**config.mk**
```make
export PLATFORM = sky130hd
export DESIGN_NAME = i2s_rx_pcm
export DESIGN_NICKNAME = d
export VERILOG_FILES = /design/src/rtl/i2s_pkg.sv /design/src/rtl/i2s_slot_shifter.sv /design/src/rtl/i2s_rx_pcm.sv
export SDC_FILE = /design/constraint.sdc
export NUM_CORES = 1
export LEC_CHECK = 0
export ABC_AREA = 1
export ABC_CLOCK_PERIOD_IN_PS = 1100
export CORE_MARGIN = 1.5
export CORE_UTILIZATION = 49
export DETAILED_ROUTE_END_ITERATION = 16
export GPL_ROUTABILITY_DRIVEN = 0
export PLACE_DENSITY_LB_ADDON = 0.08
export SLEW_MARGIN = 5
export SYNTH_ARGS = -nofsm -noshare
export SYNTH_HDL_FRONTEND = slang
export SYNTH_SLANG_ARGS = --single-unit
```
**constraint.sdc**
```tcl
create_clock -name clk -period 1.1 [get_ports clk]
set_input_delay 0.11 -clock clk [delete_from_list [all_inputs] [get_ports clk]]
set_output_delay 0.11 -clock clk [all_outputs]
set_load 0.05 [all_outputs]
```
**src/rtl/i2s_pkg.sv**
```systemverilog
// rtl/i2s_pkg.sv - shared constants, state encoding and width helper for the I2S/LJ receiver
package i2s_pkg;

  localparam int MODE_I2S = 0;
  localparam int MODE_LJ  = 1;

  typedef enum logic [1:0] {
    ST_IDLE  = 2'd0,
    ST_DELAY = 2'd1,
    ST_SHIFT = 2'd2,
    ST_PAD   = 2'd3
  } i2s_state_e;

  function automatic int cnt_width(input int max_val);
    return (max_val < 2) ? 1 : $clog2(max_val + 1);
  endfunction

endpackage

```
**src/rtl/i2s_slot_shifter.sv**
```systemverilog
// rtl/i2s_slot_shifter.sv - MSB-first sample shift register with captured-bit counter
module i2s_slot_shifter
  import i2s_pkg::*;
#(
  parameter int SAMPLE_BITS = 8
) (
  input  logic                   clk,
  input  logic                   reset,
  input  logic                   shift_en,
  input  logic                   clear,
  input  logic                   data_in,
  output logic [SAMPLE_BITS-1:0] sample,
  output logic                   done
);

  localparam int CW = cnt_width(SAMPLE_BITS);
  localparam logic [CW-1:0] LAST = CW'(SAMPLE_BITS - 1);
  localparam logic [CW-1:0] FULL = CW'(SAMPLE_BITS);

  logic [SAMPLE_BITS-1:0] shift_q, shift_d;
  logic [CW-1:0]          cnt_q, cnt_d;

  // sample/done describe the word as it would be with this cycle's bit appended,
  // so the caller can consume a completing slot even while clear restarts it.
  assign sample = {shift_q[SAMPLE_BITS-2:0], data_in};
  assign done   = (cnt_q == LAST);

  always_comb begin
    shift_d = shift_q;
    cnt_d   = cnt_q;
    if (clear) begin
      shift_d = '0;
      cnt_d   = '0;
      if (shift_en) begin
        shift_d = {{(SAMPLE_BITS-1){1'b0}}, data_in};
        cnt_d   = CW'(1);
      end
    end else if (shift_en && cnt_q != FULL) begin
      shift_d = sample;
      cnt_d   = cnt_q + CW'(1);
    end
  end

  always_ff @(posedge clk) begin
    if (reset) begin
      shift_q <= '0;
      cnt_q   <= '0;
    end else begin
      shift_q <= shift_d;
      cnt_q   <= cnt_d;
    end
  end

endmodule

```
**src/rtl/i2s_rx_pcm.sv**
```systemverilog
// rtl/i2s_rx_pcm.sv - I2S/left-justified serial to stereo PCM receiver; I2S_RX_FRAME_ERR_EN enables frame_err
module i2s_rx_pcm
  import i2s_pkg::*;
#(
  parameter int SAMPLE_BITS = 8,
  parameter int SLOT_BITS   = 16,
  parameter int MODE        = 0
) (
  input  logic                   clk,
  input  logic                   reset,
  input  logic                   ws,
  input  logic                   data_in,
  output logic [SAMPLE_BITS-1:0] left_out,
  output logic [SAMPLE_BITS-1:0] right_out,
  output logic                   sample_valid,
  output logic                   frame_err
);

  localparam int SW = cnt_width(SLOT_BITS);
  localparam logic [SW-1:0] SLOT_END = SW'(SLOT_BITS);
  localparam bit LJ = (MODE == MODE_LJ);

  i2s_state_e             state_q, state_d, phase;
  logic [SW-1:0]          slot_cnt_q, slot_cnt_d;
  logic                   prev_ws_q, prev_ws_d;
  logic                   channel_q, channel_d;
  logic                   staged_vld_q, staged_vld_d;
  logic [SAMPLE_BITS-1:0] staged_q, staged_d;
  logic [SAMPLE_BITS-1:0] left_q, left_d, right_q, right_d;
  logic                   valid_q, valid_d;
  logic                   ws_edge, slot_done, sh_done;
  logic [SAMPLE_BITS-1:0] sh_sample;

  assign ws_edge   = (ws != prev_ws_q);
  assign slot_done = (state_q == ST_SHIFT) && sh_done;

  // The edge cycle is the I2S one-bit delay, so DELAY is only ever the role of
  // that cycle; the registered state moves straight on to SHIFT.
  assign phase = ws_edge ? (LJ ? ST_SHIFT : ST_DELAY) : state_q;

  i2s_slot_shifter #(.SAMPLE_BITS(SAMPLE_BITS)) u_shifter (
    .clk      (clk),
    .reset    (reset),
    .shift_en (phase == ST_SHIFT),
    .clear    (ws_edge),
    .data_in  (data_in),
    .sample   (sh_sample),
    .done     (sh_done)
  );

  always_comb begin
    state_d    = state_q;
    slot_cnt_d = slot_cnt_q;
    channel_d  = channel_q;
    prev_ws_d  = ws;
    if (ws_edge) begin
      state_d    = ST_SHIFT;
      slot_cnt_d = SW'(1);
      channel_d  = ws;
    end else if (state_q != ST_IDLE) begin
      if (slot_cnt_q == SLOT_END) begin
        state_d    = ST_IDLE;
        slot_cnt_d = '0;
      end else begin
        slot_cnt_d = slot_cnt_q + SW'(1);
        if (slot_done) state_d = ST_PAD;
      end
    end
  end

  // A right sample is only published when a left one is waiting, keeping pairs atomic.
  always_comb begin
    staged_d     = staged_q;
    staged_vld_d = staged_vld_q;
    left_d       = left_q;
    right_d      = right_q;
    valid_d      = 1'b0;
    if (slot_done) begin
      if (!channel_q) begin
        staged_d     = sh_sample;
        staged_vld_d = 1'b1;
      end else if (staged_vld_q) begin
        left_d       = staged_q;
        right_d      = sh_sample;
        valid_d      = 1'b1;
        staged_vld_d = 1'b0;
      end
    end
  end

  always_ff @(posedge clk) begin
    if (reset) begin
      state_q      <= ST_IDLE;
      slot_cnt_q   <= '0;
      prev_ws_q    <= ws;
      channel_q    <= 1'b0;
      staged_vld_q <= 1'b0;
      staged_q     <= '0;
      left_q       <= '0;
      right_q      <= '0;
      valid_q      <= 1'b0;
    end else begin
      state_q      <= state_d;
      slot_cnt_q   <= slot_cnt_d;
      prev_ws_q    <= prev_ws_d;
      channel_q    <= channel_d;
      staged_vld_q <= staged_vld_d;
      staged_q     <= staged_d;
      left_q       <= left_d;
      right_q      <= right_d;
      valid_q      <= valid_d;
    end
  end

  assign left_out     = left_q;
  assign right_out    = right_q;
  assign sample_valid = valid_q;

`ifdef I2S_RX_FRAME_ERR_EN
  logic frame_err_q, frame_err_d;

  always_comb begin
    frame_err_d = (ws_edge && state_q == ST_SHIFT && !sh_done) ||
                  (!ws_edge && state_q != ST_IDLE && slot_cnt_q == SLOT_END);
  end

  always_ff @(posedge clk) begin
    if (reset) frame_err_q <= 1'b0;
    else       frame_err_q <= frame_err_d;
  end

  assign frame_err = frame_err_q;
`else
  assign frame_err = 1'b0;
`endif

endmodule
```
After elaboration in Yosys (flattened, before gate mapping) --
Cells that the tools add are included.
Word-level totals: word-level logic and storage cells 52, output and inout bits 18, input bits 4, register bits after elaboration 46
Cells by class: muxes and demuxes 16, $add $sub $neg 2, bitwise operators 2, equality and inequality tests 6, reduce and logical (&&, ||, !) cells 13
Operators with widths (number):
- $mux W7 | 2
- $mux W2 | 5
- $mux W4 | 2
- $reduce_bool A2 Y1 | 4
- $mux W1 | 6
- $reduce_and A2 Y1 | 3
- $add A5 B1 Y5 const B | 1
- $eq A5 B5 Y1 const B | 1
- $mux W5 | 1
- $add A4 B1 Y4 const B | 1
- $eq A2 B2 Y1 const B | 2
- $eq A4 B3 Y1 const B | 1
- $ne A4 B4 Y1 const B | 1
- $reduce_and A3 Y1 | 1
- $reduce_bool A3 Y1 | 1
- $reduce_or A3 Y1 | 1
- $logic_and A1 B1 Y1 | 2
- $not A1 Y1 | 2
- $reduce_or A2 Y1 | 1
- $ne A1 B1 Y1 | 1

Logic depth before layout (Yosys ltp) --
depth after elaboration 6, mapped depth 8, depth with buffers taken out 8

By module --
From an unflattened synthesis, not the netlist that was laid out.
Unflattened totals: cells, all modules 248, area, all modules 1923.1 µm²
By module, submodules not included:
- i2s_rx_pcm | area each 1362.6 µm², cells an instance 177, times used 1
- i2s_slot_shifter | area each 560.5 µm², cells an instance 71, times used 1

Least setup slack after synthesis --
No wires, ideal clock.
path kind register to register, start point reg u_shifter.cnt_q[0], end point reg u_shifter.cnt_q[1], library setup time 0.116 ns, stages on the path, launching flop included 7, data arrival time 1.114 ns, slack -0.130 ns, cell sequence dfxtp_1 > inv_1 > ha_1 > nand3_1 > nand2_1 > buf_2 > o211a_1
On the way: word-level cells in the longest chain between the ends 3, elaborated cells on any way between the ends 6, those cells by class 1 x add/sub; 1 x eq/ne; 2 x mux; 2 x reduce/logical
RTL lines:
- start: declaration | line i2s_slot_shifter.sv:21 | logic [CW-1:0] cnt_q, cnt_d;
- start signal: assignment | line i2s_slot_shifter.sv:50 | cnt_q <= cnt_d;
- $add A4 B1 Y4 or $ne A4 B4 Y1 (tied branches) | line i2s_slot_shifter.sv:40, i2s_slot_shifter.sv:38
- $mux W4 or $logic_and A1 B1 Y1 (tied branches) | line i2s_slot_shifter.sv:38 | end else if (shift_en && cnt_q != FULL) begin
- $mux W4 or $reduce_bool A2 Y1 (tied branches)
Several ways; a longest one is shown, not always the timed one. The select of a mux whose other input is x is not followed. A chain may end at the register's enable or synchronous reset.

Final worst setup path --
start point reg u_shifter.cnt_q[0], end point reg staged_q[5]
On the way: word-level cells in the longest chain between the ends 3
RTL lines:
- $eq A4 B3 Y1 | line i2s_slot_shifter.sv:26 | assign done = (cnt_q == LAST);
- $logic_and A1 B1 Y1 | line i2s_rx_pcm.sv:35 | assign slot_done = (state_q == ST_SHIFT) && sh_done;
- $reduce_and A2 Y1 (no source line)
- end signal: assignment | line i2s_rx_pcm.sv:108 | staged_q <= staged_d;
- end: declaration | line i2s_rx_pcm.sv:28 | logic [SAMPLE_BITS-1:0] staged_q, staged_d;
Every way passes these cells.

==> metrics.md <==
| Metric | Value |
|---|---|
| CTS buffer count | 5 |
| Commonest cells in the netlist | 56 x nand2_1, 46 x dfxtp_1, 40 x a21oi_1 |
| Critical path class | reg2reg |
| Initial antenna violation count | 0 |
| Max FO, Critical Path | 10 |
| Number of nets in the layout | 335 |
| Final Worst Setup Slack | -0.176 ns |
| #FFs+latches synth | 46 |
| Sequential-to-total area share from yosys stat | 46.5% |
| Antenna Nets Post-Route | 0 |
| Die H | 66.6 µm |
| Failing checks | negative setup slack |
| Core footprint | 3770 µm² |
| CP startpoint kind | register |
| Area after DPL | 2630 µm² |
| Ant. Diodes | 0 |
| Clk_lat worst skew | 0.30 ns |
| Pwr/cell area | 1100 nW/µm² |
| Vias | 1940 |
| Worst EP required | 1.29 ns |
| Crit end category | register |
| Hold Violations, Final | 0 |
| CTS tree | done |
| Top FF cell, synth | dfxtp_1 |
| Minimum clock period | 1.28 ns |
| Status | finished with violations |
| Worst hold path class | in2reg |
| Detailed-route vias per instance | 5.16 |
| Final Util | 79.3% |
| P_sw | 0.770 mW |
| Reg-to-reg startpoint | u_shifter.cnt_q[0] |
| Leakage | 1.23 nW |
| Post-synth EDFFs | 0 |
| Mapped Cells | 275 |
| Layout cells sized above 1 | 31.1% |
| Crit path DAT | 1.47 ns |
| Syn_area_per_cell | 7.21 µm² |
| I/O Buffers | 20 |
| Sequential share of power | 52.0% |
| # rows | 22 |
| Peak VDD IR | 0.811 mV |
| Final setup viols | 38 |
| Worst hold margin | 0.0150 ns |
| Cts hold-fix bufs | 0 |
| First-pass GRT wire length | 7.22 mm |
| Ranking of synthesized cells by area | dfxtp_1 46%, nand2_1 11%, a21oi_1 10%, nand3_1 9.1%, nor2_1 6.4% |
| Distinct cells, synth | 22 |
| Max-cap viol count | 0 |
| CP endpoint | staged_q[5] |
| Dpl hpwl | 2.81 mm |
| Synth top area share | 46.5% |
| RSZ-0062 raised after global routing | yes |
| Remaining Overflow, GRT | 0 |
| Drt first pass iters | 4 |
| Clock Pin Slew Worst Setup and Hold Paths | 0.08 ns |
| Family with the most delay on the worst path | flip-flops |
| Initial drt markers | 164 |
| Crit-path cells | ha_4 > nand2_2 > nor2_4 > buf_4 > clkbuf_16 > a21oi_1 > nor2_1 |
| Post-DR wirelength/cell | 13.0 µm |
| Post-synth top area cell | dfxtp_1 |
| YS warnings | 0 |
| Max Clk Rate | 783 MHz |
| Synthesized area | 1980 µm² |
| Htree depth | 2 |
| Proportion of power drawn by the clock network | 37.2% |
| Total clock sinks | 46 |
| FF-to-FF End | staged_q[5] |
| Reg2Reg Setup Slack | -0.18 ns |
| Layout area overhead | 50.9% |
| Logic pwr share | 10.8% |
| Slew Limit Fails | 0 |
| Number of global-route vias before repair | 1629 |
| CP Launch Point | u_shifter.cnt_q[0] |
| IO Pins | 22 |
| Crit path depth | 7 |
| Largest net degree at the start of global routing | 41 |
| Ys async rst share | 0% |
| WL final | 4.90 mm |
| Gr usage total | 21.4% |
| Worst Path Buf+Inv | 2 |
| DRC viols | 0 |
| R2R depth | 7 |
| Initial Util | 52.6% |
| Syn_nets | 283 |
| CTS Root Cell | clkbuf_8 |
| Die W | 66.6 µm |
| Fin crit share | 116% |
| Slowest stage cell on the critical path | dfxtp_4 |
| Clock buffer depth | 2 |
| Switch share | 23.3% |
| Final Cell Area | 2990 µm² |
| Int Power | 2.53 mW |
| Final Skew | 0.00349 ns |
| CP max stage delay | 0.37 ns |
| Most common cell in the netlist | nand2_1 |
| Die area | 4430 µm² |
## layout by cell type (no fill, tap or decap), types with 2 or more instances in the layout
master           synthesis  layout
buf_6                    2       3
nor2_4                   1       5
nor2_1                  34      31
nand3_2                  0       2
clkbuf_8                 0       5
inv_1                   28      23
ha_4                     0       3
buf_12                   0      21
dfxtp_1                 46      38
nand2_2                  0       4
dfxtp_2                  0       7
clkbuf_1                 2       2
clkdlybuf4s50_1          0       2
buf_4                    1      29
a21oi_1                 40      34
nand2_1                 56      51
xnor2_1                  2       2
nand3_1                 36      33
inv_2                    2       7
xor2_1                   2       2
nand2_4                  0       2
clkbuf_16                0       2
a21oi_2                  0       6
## power by group through the flow
| stage | clock [mW] | sequential (mW) | combinational, mW |
|---|---|---|---|
| 2_1_floorplan | 0 | 1.74 | 0.171 |
| 3_3_place_gp | 0 | 1.75 | 0.280 |
| 3_5_place_dp | 0 | 1.75 | 0.285 |
| 4_1_cts | 1.25 | 1.71 | 0.308 |
| 5_1_grt | 1.31 | 1.72 | 0.387 |
| 6_report | 1.23 | 1.71 | 0.356 |
## area by class of cell
| class | instances | area [µm²] |
|---|---|---|
| multi-input combinational | 185 | 1020 |
| sequential | 46 | 933 |
| clock buffer | 7 | 76.3 |
| timing repair buffer | 58 | 754 |
| inverter | 31 | 116 |
| clock inverter | 1 | 30.0 |
| fill | 241 | 779 |
| tap | 48 | 60.1 |
## worst min-delay path by stage
stage,start,endpoint,slack [ns],cells after the start
floorplan,ws,prev_ws_q,0.14,0
global route,ws,prev_ws_q,0.02,1
detailed placement,u_shifter.cnt_q[0],u_shifter.cnt_q[0],0.46,1
CTS,ws,prev_ws_q,0.32,1
global placement,staged_vld_q,staged_vld_q,0.45,2
finish,ws,prev_ws_q,0.02,1
## what timing repair did
item                                    CTS  global route
pin swaps                                 0             8
gates cloned                              2             3
buffers inserted                          2             5
endpoints found under the setup margin   41            44
gates resized for setup                  21            21
## metrics by stage
step | setup slack, ns | TNS [ns] | power (mW) | instances
after floorplan | -0.0291 | -0.445 | 1.92 | 275
after detailed placement | -0.379 | -7.48 | 2.03 | 356
after global routing | -0.212 | -6.54 | 3.42 | 376
after global placement | -0.308 | -6.30 | 2.03 | 356
final | -0.176 | -4.45 | 3.30 | 376
after CTS | -0.110 | -2.86 | 3.27 | 368
## kinds of logic after synthesis
group,after synthesis,share of synthesized area (%)
buffers and inverters,45,9.85
adder cells (fa/ha/maj),4,2.53
XOR/XNOR,4,1.77
AO/OA/AOI/OAI,44,11.4
flip-flops,46,46.5
other,1,0.189
AND/OR/NAND/NOR,131,27.8
## worst register-to-register path, delay by kind of cell (launching register included)
kind	cells	cell delay, ns
buf+inv	2	0.31
flops	1	0.37
simple gates	3	0.20
compound gates	1	0.15
fa+ha+maj	1	0.16
## registers in the layout (all words and copies together), names as in the netlist
| register | cells |
|---|---|
| left_out | 8 |
| right_out | 8 |
| staged_q | 8 |
| u_shifter.shift_q | 7 |
| slot_cnt_q | 5 |
| u_shifter.cnt_q | 4 |
| state_q | 2 |
| channel_q | 1 |
| prev_ws_q | 1 |
| sample_valid | 1 |
| staged_vld_q | 1 |
## metal layers
layer  up-vias  global-route usage [%]  wire length (µm)
met1       898                    28.0              2140
met5         -                       0                 0
li1        979                       -                 -
met4         0                    6.38                57
met3         8                    6.25               235
met2        55                    34.3              2460
(Power assumes the default switching activity.)
